## src/rtl/rom_step_ctrl_pkg.sv

```systemverilog
// Shared types and constants for the ROM step controller.
package rom_step_ctrl_pkg;

    // state | meaning
    // IDLE  | waiting for a step request
    // READ  | one-cycle ROM read strobe, latency counter loaded
    // WAIT  | counting down the ROM read latency
    // PUSH  | word presented to the display, waiting for ready
    typedef enum logic [1:0] {
        ST_IDLE = 2'd0,
        ST_READ = 2'd1,
        ST_WAIT = 2'd2,
        ST_PUSH = 2'd3
    } state_t;

    localparam logic [7:0] DROP_MAX = 8'd255;

    localparam int DEF_ADDR_W  = 4;
    localparam int DEF_DEPTH   = 16;
    localparam int DEF_DATA_W  = 8;
    localparam int DEF_ROM_LAT = 1;
    localparam int DEF_DB_MAX  = 50000;

endpackage

```

## src/rtl/rom_step_ctrl_if.sv

```systemverilog
// ROM read bus and display valid/ready handshake.
interface rom_step_ctrl_if
    import rom_step_ctrl_pkg::*;
#(
    parameter int ADDR_W = DEF_ADDR_W,
    parameter int DATA_W = DEF_DATA_W
) ();
    logic [ADDR_W-1:0] rom_addr_o;
    logic              rom_rd_o;
    logic [DATA_W-1:0] rom_data_i;
    logic [DATA_W-1:0] disp_data_o;
    logic              disp_vld_o;
    logic              disp_rdy_i;

    modport master (
        output rom_addr_o, rom_rd_o, disp_data_o, disp_vld_o,
        input  rom_data_i, disp_rdy_i
    );

    modport slave (
        input  rom_addr_o, rom_rd_o, disp_data_o, disp_vld_o,
        output rom_data_i, disp_rdy_i
    );
endinterface

```

## src/rtl/rom_step_ctrl_btn_debounce.sv

```systemverilog
// Button conditioning: 2-flop synchroniser plus stability counter.
module btn_debounce #(
    parameter int DB_MAX = 50000
) (
    input  logic clk,
    input  logic rst_n,
    input  logic btn,
    output logic level
);
    localparam int CW = (DB_MAX > 1) ? $clog2(DB_MAX) : 1;

    logic [1:0]    sync;
    logic [CW-1:0] cnt;

    // bring the raw button into the clk domain
    always_ff @(posedge clk or negedge rst_n) begin
        if (!rst_n) sync <= 2'b00;
        else        sync <= {sync[0], btn};
    end

    // accept a new level only after it has been stable long enough
    always_ff @(posedge clk or negedge rst_n) begin
        if (!rst_n) begin
            cnt   <= '0;
            level <= 1'b0;
        end else if (sync[1] == level) begin
            cnt <= '0;
        end else if (cnt == CW'(DB_MAX - 1)) begin
            level <= sync[1];
            cnt   <= '0;
        end else begin
            cnt <= cnt + 1'b1;
        end
    end
endmodule

```

## src/rtl/rom_step_ctrl_re_detect.sv

```systemverilog
// Rising-edge detector: one-cycle pulse per 0->1 transition of d.
module re_detect (
    input  logic clk,
    input  logic rst_n,
    input  logic d,
    output logic pulse
);
    logic [1:0] s;

    // shift the input history
    always_ff @(posedge clk or negedge rst_n) begin
        if (!rst_n) s <= 2'b00;
        else        s <= {s[0], d};
    end

    assign pulse = ~s[1] & s[0];
endmodule

```

## src/rtl/rom_step_ctrl.sv

```systemverilog
// Turns refresh edges (auto) or button presses (manual) into single ROM
// reads and presents each word to the display over valid/ready.
module rom_step_ctrl
    import rom_step_ctrl_pkg::*;
#(
    parameter int ADDR_W  = DEF_ADDR_W,
    parameter int DEPTH   = DEF_DEPTH,
    parameter int DATA_W  = DEF_DATA_W,
    parameter int ROM_LAT = DEF_ROM_LAT,
    parameter int DB_MAX  = DEF_DB_MAX
) (
    input  logic                 clk,
    input  logic                 rst_n,
    input  logic                 refresh_i,
    input  logic                 btn_next_i,
    input  logic                 btn_mode_i,
    rom_step_ctrl_if.master      bus,
    output logic                 auto_mode_o,
    output logic                 busy_o,
    output logic [7:0]           drop_cnt_o
);
    logic [1:0]        ref_sync;
    logic              ref_pulse, next_pulse, mode_pulse;
    logic              next_lvl, mode_lvl;
    logic              step;

    state_t            state, state_n;
    logic [1:0]        wait_cnt, wait_cnt_n;
    logic              pending, pending_n;
    logic [7:0]        drop_cnt, drop_cnt_n;
    logic [ADDR_W-1:0] addr, addr_n;
    logic [DATA_W-1:0] ddata, ddata_n;
    logic              dvld, dvld_n;

    // refresh is a clock-like signal, so it is only synchronised
    always_ff @(posedge clk or negedge rst_n) begin
        if (!rst_n) ref_sync <= 2'b00;
        else        ref_sync <= {ref_sync[0], refresh_i};
    end

    btn_debounce #(.DB_MAX(DB_MAX)) u_db_next (
        .clk(clk), .rst_n(rst_n), .btn(btn_next_i), .level(next_lvl));
    btn_debounce #(.DB_MAX(DB_MAX)) u_db_mode (
        .clk(clk), .rst_n(rst_n), .btn(btn_mode_i), .level(mode_lvl));

    re_detect u_re_ref  (.clk(clk), .rst_n(rst_n), .d(ref_sync[1]), .pulse(ref_pulse));
    re_detect u_re_next (.clk(clk), .rst_n(rst_n), .d(next_lvl),    .pulse(next_pulse));
    re_detect u_re_mode (.clk(clk), .rst_n(rst_n), .d(mode_lvl),    .pulse(mode_pulse));

    // mode toggles one cycle after the mode pulse
    always_ff @(posedge clk or negedge rst_n) begin
        if (!rst_n) auto_mode_o <= 1'b1;
        else        auto_mode_o <= auto_mode_o ^ mode_pulse;
    end

    // the pre-toggle mode selects which trigger counts
    assign step = (ref_pulse & auto_mode_o) | (next_pulse & ~auto_mode_o);

    // FSM and datapath registers
    always_ff @(posedge clk or negedge rst_n) begin
        if (!rst_n) begin
            state    <= ST_IDLE;
            wait_cnt <= 2'd0;
            pending  <= 1'b0;
            drop_cnt <= 8'd0;
            addr     <= '0;
            ddata    <= '0;
            dvld     <= 1'b0;
        end else begin
            state    <= state_n;
            wait_cnt <= wait_cnt_n;
            pending  <= pending_n;
            drop_cnt <= drop_cnt_n;
            addr     <= addr_n;
            ddata    <= ddata_n;
            dvld     <= dvld_n;
        end
    end

    // next-state, request queuing and datapath updates
    always_comb begin
        state_n    = state;
        wait_cnt_n = wait_cnt;
        pending_n  = pending;
        drop_cnt_n = drop_cnt;
        addr_n     = addr;
        ddata_n    = ddata;
        dvld_n     = dvld;

        // one request can be held; further ones while busy are dropped
        if (state != ST_IDLE && step) begin
            if (!pending)
                pending_n = 1'b1;
            else if (drop_cnt != DROP_MAX)
                drop_cnt_n = drop_cnt + 8'd1;
        end

        case (state)
            ST_IDLE: begin
                if (step || pending) begin
                    state_n   = ST_READ;
                    pending_n = 1'b0;
                end
            end
            ST_READ: begin
                wait_cnt_n = 2'(ROM_LAT - 1);
                state_n    = ST_WAIT;
            end
            ST_WAIT: begin
                if (wait_cnt == 2'd0) begin
                    ddata_n = bus.rom_data_i;
                    dvld_n  = 1'b1;
                    state_n = ST_PUSH;
                end else begin
                    wait_cnt_n = wait_cnt - 2'd1;
                end
            end
            ST_PUSH: begin
                if (bus.disp_rdy_i) begin
                    dvld_n = 1'b0;
                    addr_n = (addr == ADDR_W'(DEPTH - 1)) ? '0 : addr + 1'b1;
                    if (pending) begin
                        state_n   = ST_READ;
                        pending_n = 1'b0;
                    end else begin
                        state_n = ST_IDLE;
                    end
                end
            end
            default: state_n = ST_IDLE;
        endcase
    end

    assign bus.rom_addr_o  = addr;
    assign bus.rom_rd_o    = (state == ST_READ);
    assign bus.disp_data_o = ddata;
    assign bus.disp_vld_o  = dvld;
    assign busy_o          = (state != ST_IDLE);
    assign drop_cnt_o      = drop_cnt;
endmodule

```

## src/flat_wrapper.sv

```systemverilog
// flat-port wrapper written by rule: the top's interface ports become plain ports
module rom_step_ctrl_flat import rom_step_ctrl_pkg::*;
#(
    parameter int ADDR_W  = DEF_ADDR_W,
    parameter int DEPTH   = DEF_DEPTH,
    parameter int DATA_W  = DEF_DATA_W,
    parameter int ROM_LAT = DEF_ROM_LAT,
    parameter int DB_MAX  = DEF_DB_MAX
)
  (clk, rst_n, refresh_i, btn_next_i, btn_mode_i, auto_mode_o, busy_o, drop_cnt_o, bus_rom_addr_o, bus_rom_rd_o, bus_disp_data_o, bus_disp_vld_o, bus_rom_data_i, bus_disp_rdy_i);
  rom_step_ctrl_if #(.ADDR_W(ADDR_W), .DATA_W(DATA_W)) bus_i ();
  input  logic clk;
  input  logic rst_n;
  input  logic refresh_i;
  input  logic btn_next_i;
  input  logic btn_mode_i;
  output logic auto_mode_o;
  output logic busy_o;
  output logic [7:0] drop_cnt_o;
  output wire logic [$bits(bus_i.rom_addr_o)-1:0] bus_rom_addr_o;
  output wire logic [$bits(bus_i.rom_rd_o)-1:0] bus_rom_rd_o;
  output wire logic [$bits(bus_i.disp_data_o)-1:0] bus_disp_data_o;
  output wire logic [$bits(bus_i.disp_vld_o)-1:0] bus_disp_vld_o;
  input wire logic [$bits(bus_i.rom_data_i)-1:0] bus_rom_data_i;
  input wire logic [$bits(bus_i.disp_rdy_i)-1:0] bus_disp_rdy_i;
  assign bus_rom_addr_o = bus_i.rom_addr_o;
  assign bus_rom_rd_o = bus_i.rom_rd_o;
  assign bus_disp_data_o = bus_i.disp_data_o;
  assign bus_disp_vld_o = bus_i.disp_vld_o;
  assign bus_i.rom_data_i = bus_rom_data_i;
  assign bus_i.disp_rdy_i = bus_disp_rdy_i;
  rom_step_ctrl #(.ADDR_W(ADDR_W), .DEPTH(DEPTH), .DATA_W(DATA_W), .ROM_LAT(ROM_LAT), .DB_MAX(DB_MAX)) u_core (.clk(clk), .rst_n(rst_n), .refresh_i(refresh_i), .btn_next_i(btn_next_i), .btn_mode_i(btn_mode_i), .bus(bus_i), .auto_mode_o(auto_mode_o), .busy_o(busy_o), .drop_cnt_o(drop_cnt_o));
endmodule
```

## config.mk

```make
export PLATFORM = sky130hd
export DESIGN_NAME = rom_step_ctrl_flat
export DESIGN_NICKNAME = d
export VERILOG_FILES = /design/src/rtl/rom_step_ctrl_pkg.sv /design/src/rtl/rom_step_ctrl_if.sv /design/src/rtl/rom_step_ctrl_btn_debounce.sv /design/src/rtl/rom_step_ctrl_re_detect.sv /design/src/rtl/rom_step_ctrl.sv /design/src/flat_wrapper.sv
export SDC_FILE = /design/constraint.sdc
export NUM_CORES = 1
export LEC_CHECK = 0
export ABC_AREA = 1
export BUFFER_PORTS_ARGS = -buffer_cell sky130_fd_sc_hd__buf_2
export CAP_MARGIN = 20
export CORE_MARGIN = 5
export CORE_UTILIZATION = 45
export DETAILED_ROUTE_END_ITERATION = 12
export GPL_TIMING_DRIVEN = 0
export PLACE_DENSITY = 0.77
export SYNTH_ARGS = -nofsm -noshare
export SYNTH_HDL_FRONTEND = slang
export SYNTH_HIERARCHICAL = 1
export SYNTH_SLANG_ARGS = --single-unit
```

## constraint.sdc

```tcl
create_clock -name clk -period 1.45 [get_ports clk]
set_clock_uncertainty 0.05 [all_clocks]
set_input_delay 0.2175 -clock clk [delete_from_list [all_inputs] [get_ports clk]]
set_output_delay 0.2175 -clock clk [all_outputs]
set_load 0.05 [all_outputs]
```

==> flow_summary_export.csv <==
group,metric,value,unit
hold_path,hp-start,"bus_rom_data_i[4]",
cells_and_area,area_delta_synth_final,24.8,%
floorplan,start_util,45.9,%
worst_setup_path,worstRegToRegCells,6,
sta,setup_ws,-105,ps
clock_tree,cts_max_level,3,
sta,fmax,0.643,GHz
yosys,yosys.area.top_type,"dfrtp_1",
route,dr.pass1.iters,4,
yosys,yosysWarnings,6,
sta,worst_pin_slew,366,ps
grt,overflow,0,
sta,hold-worst-slack,18.6,ps
power,power.share.switching,38.9,%
floorplan,die_area,10200,sq um
sta,period_minus_slack,1560,ps
power,p_per_area,1330,nW/um^2
power,p_total,6.21,mW
sta,slew_headroom,75.6,%
worst_setup_path,r2r_slack,-30,ps
power,power_frac_comb,37.3,%
hold_path,holdPathStages,3,
route,dr_total_vias,3058,
clock_tree,root_buffer,"clkbuf_8",
worst_setup_path,cp-end-kind,"output pin",
clock_tree,cts_tree,"built",
grt,grt_pass1_wl,12900,microns
grt,grt_max_degree,58,
sta,rsz0062_at_grt,"true",
grt,first_global_vias,2899,
sta,drv_slew,0,
clock_tree,clkTransAtPathRegs,80,ps
worst_setup_path,rr_startpoint,"u_core/u_db_next/cnt[1]",
hold_path,hp-class,"input port to flop",
worst_setup_path,crit_type,"flop to output pin",
yosys,syn_nets,466,
status,violations,"negative setup slack",
clock_tree,clkSinkCount,73,
floorplan,io_pins,38,
worst_setup_path,path_max_fanout,3,
yosys,ys_seq_elements,73,
cells_and_area,final_util,57.3,%
route,drtIter0Drc,199,
flow_run,drv_cap,0,
yosys,synth_cell_types,25,
yosys,synth_top_area_share,48.2,%
route,wl_per_cell,12.6,microns
clock_tree,clock_latency,340,ps
power,internal_power,3.80,mW
power,ir_drop,0.699,mV
placed_design,place.port_buffers,37,
yosys,seq_area_frac_synth,48.9,%
yosys,avgSynthCellArea,8.45,sq um
yosys,yosys-top-cells-area,"dfrtp_1 (48%), nand2_1 (12%), nor2_1 (6.9%)",
hold_path,hold_end,"u_core/bus.disp_data_o[4]",
clock_tree,clockBufferDepth,2,
grt,gr-usage-all-layers,15.7,%
route,routed_via_density,4.89,
floorplan,core_area,8130,sq um
cells_and_area,final_nets,539,
power,p_clk_share,23.5,%
route,routed_wl,7880,microns
clock_tree,numCtsBuffers,9,
grt,antenna_found_initial,0,
placed_design,place.gp.congestion,0.890,
floorplan,die_y,101,microns
sta,tns,-466,ps
worst_setup_path,worstPathRequired,1180,ps
route,route.detailed.drc,0,
cells_and_area,final_cells,625,
yosys,syn_inst,442,
power,leakage,2.37,nW
status,status,"finished with violations",
yosys,syn_area,3740,sq um
placed_design,hpwlAfterDp,5330,microns
power,seqPwrFrac,39.2,%
sta,fin_crit_sh,107,%
floorplan,die_x,101,microns
cells_and_area,drive_gt1_share,27.5,%
worst_setup_path,timing.rr.end,"u_core/u_db_next/cnt[4]",
floorplan,num_rows,33,
power,switchingPower,2.41,mW
cells_and_area,antenna_cells,0,
sta,setup_viol_count_final,20,
route,ant_nets,0,
worst_setup_path,arrival,1290,ps
placed_design,dp_cells,585,
sta,hold_viol,0,
worst_setup_path,startpoint_type,"flop",
==> cell families after synthesis <==
| family | count (synthesis) | synth area share, % |
|---|---|---|
| AOI/OAI and AO/OA | 20 | 3.15 |
| adders and majority gates | 10 | 3.35 |
| DFF | 73 | 48.9 |
| xor gates and xnor gates | 26 | 6.50 |
| buffers and inverters | 54 | 5.46 |
| and+or+nand+nor | 259 | 32.6 |
==> flip-flops by register name (all words and copies together), names as in the netlist <==
register	cells
u_core/u_db_mode/level	1
u_core/u_db_mode/cnt	16
u_core/u_db_next/level	1
u_core/u_re_next/s	2
u_core/u_db_next/cnt	16
u_core/u_re_ref/s	2
u_core/wait_cnt	2
u_core/bus.disp_vld_o	1
u_core/u_re_mode/s	2
u_core/u_db_next/sync	2
u_core/pending	1
u_core/bus.rom_addr_o	4
u_core/drop_cnt_o	8
u_core/ref_sync	2
u_core/bus.disp_data_o	8
u_core/state	2
u_core/auto_mode_o	1
u_core/u_db_mode/sync	2
==> worst max-delay path by stage <==
| stage | start | end | slack, ps | depth (start not counted) |
|---|---|---|---|---|
| 6_report | u_core/state[0] | busy_o | -110 | 4 |
| 5_1_grt | u_core/state[0] | busy_o | -150 | 4 |
| 4_1_cts | u_core/state[0] | busy_o | -90 | 4 |
| 3_5_place_dp | u_core/state[0] | u_core/wait_cnt[0] | -110 | 7 |
| 3_3_place_gp | rst_n | u_core/drop_cnt_o[0] | -470 | 1 |
| 2_1_floorplan | u_core/state[1] | u_core/drop_cnt_o[2] | 20 | 7 |
==> routing by layer <==
metal	track usage (%)	vias up	routed length [microns]
li1	-	1517	-
met1	19.8	1468	3350
met2	26.1	61	4090
met3	2.98	12	323
met4	6.95	0	119
met5	0	-	0
==> worst max-delay path, stage by stage, from the launching register on <==
cell and delay [ps]:
dfrtp_1 410, inv_2 110, ha_4 160, clkinvlp_4 100
buf_8 160
==> cell usage after synthesis <==
master,count
nand2_2,16
buf_2,1
dfstp_2,1
o21ai_1,1
o21bai_2,2
nor2_2,8
a31oi_1,4
nand3_4,3
o21ai_0,6
nor2_1,69
a21oi_1,7
nand3b_1,3
dfrtp_1,72
nand4_1,5
xnor2_1,6
inv_1,50
nand2_1,118
xor2_1,18
nand3_2,1
xor2_2,2
ha_1,10
nand3_1,28
inv_2,3
nor2_4,4
nor3_4,4
==> cells in the final DEF (no fill, tap or decap), types with 3 or more instances in the layout <==
cell and count:
nand2_1 116, dfrtp_1 69, dfrtp_2 3, ha_1 5, buf_4 18, inv_1 46, nand3_4 4, ha_4 4
nand3_1 25, dlygate4sd3_1 6, nor2_4 7, nand4_1 5, clkbuf_8 11, nand2_2 14, a31oi_1 4, nor3_4 4
nor2_1 59, xor2_1 18, inv_2 5, nor2_2 15, nand2_4 3, nand3_2 3, buf_6 4, buf_2 33
nand3b_1 3, clkinvlp_4 3, xnor2_1 6, a21oi_1 7, o21ai_0 6
==> area by class of cell <==
cell class / instances / area [sq um]
multi-input combinational: 315 / 1860
buffer: 1 / 11.3
clock inverter: 4 / 26.3
sequential: 73 / 1830
inverter: 53 / 206
clock buffer: 12 / 155
timing repair buffer: 62 / 437
tap: 105 / 131
fill: 677 / 3470
==> metrics by stage <==
step / worst slack, ps / area [sq um]
finish: -105 / 4660
global route: -149 / 4660
CTS: -89.9 / 4460
detailed placement: -111 / 4100
global placement: -465 / 4070
floorplan: 21.4 / 3760
==> power groups by stage <==
| stage | clock (mW) | combinational [mW] | sequential, mW |
|---|---|---|---|
| 2_1_floorplan | 0 | 0.791 | 3.05 |
| 4_1_cts | 1.50 | 2.14 | 2.43 |
| 6_report | 1.46 | 2.31 | 2.44 |
| 3_5_place_dp | 0 | 1.83 | 2.48 |
| 5_1_grt | 1.58 | 2.48 | 2.46 |
| 3_3_place_gp | 0 | 1.76 | 2.46 |
==> timing repair <==
action / CTS / global route
gates resized for setup: 13 / 31
endpoints found under the hold margin: 21 / 0
endpoints found under the setup margin: 18 / 45
hold buffers: 6 / 0
gates cloned: 0 / 0
setup buffers: 10 / 8
pin swaps: 2 / 13
(Power assumes the default switching activity.)
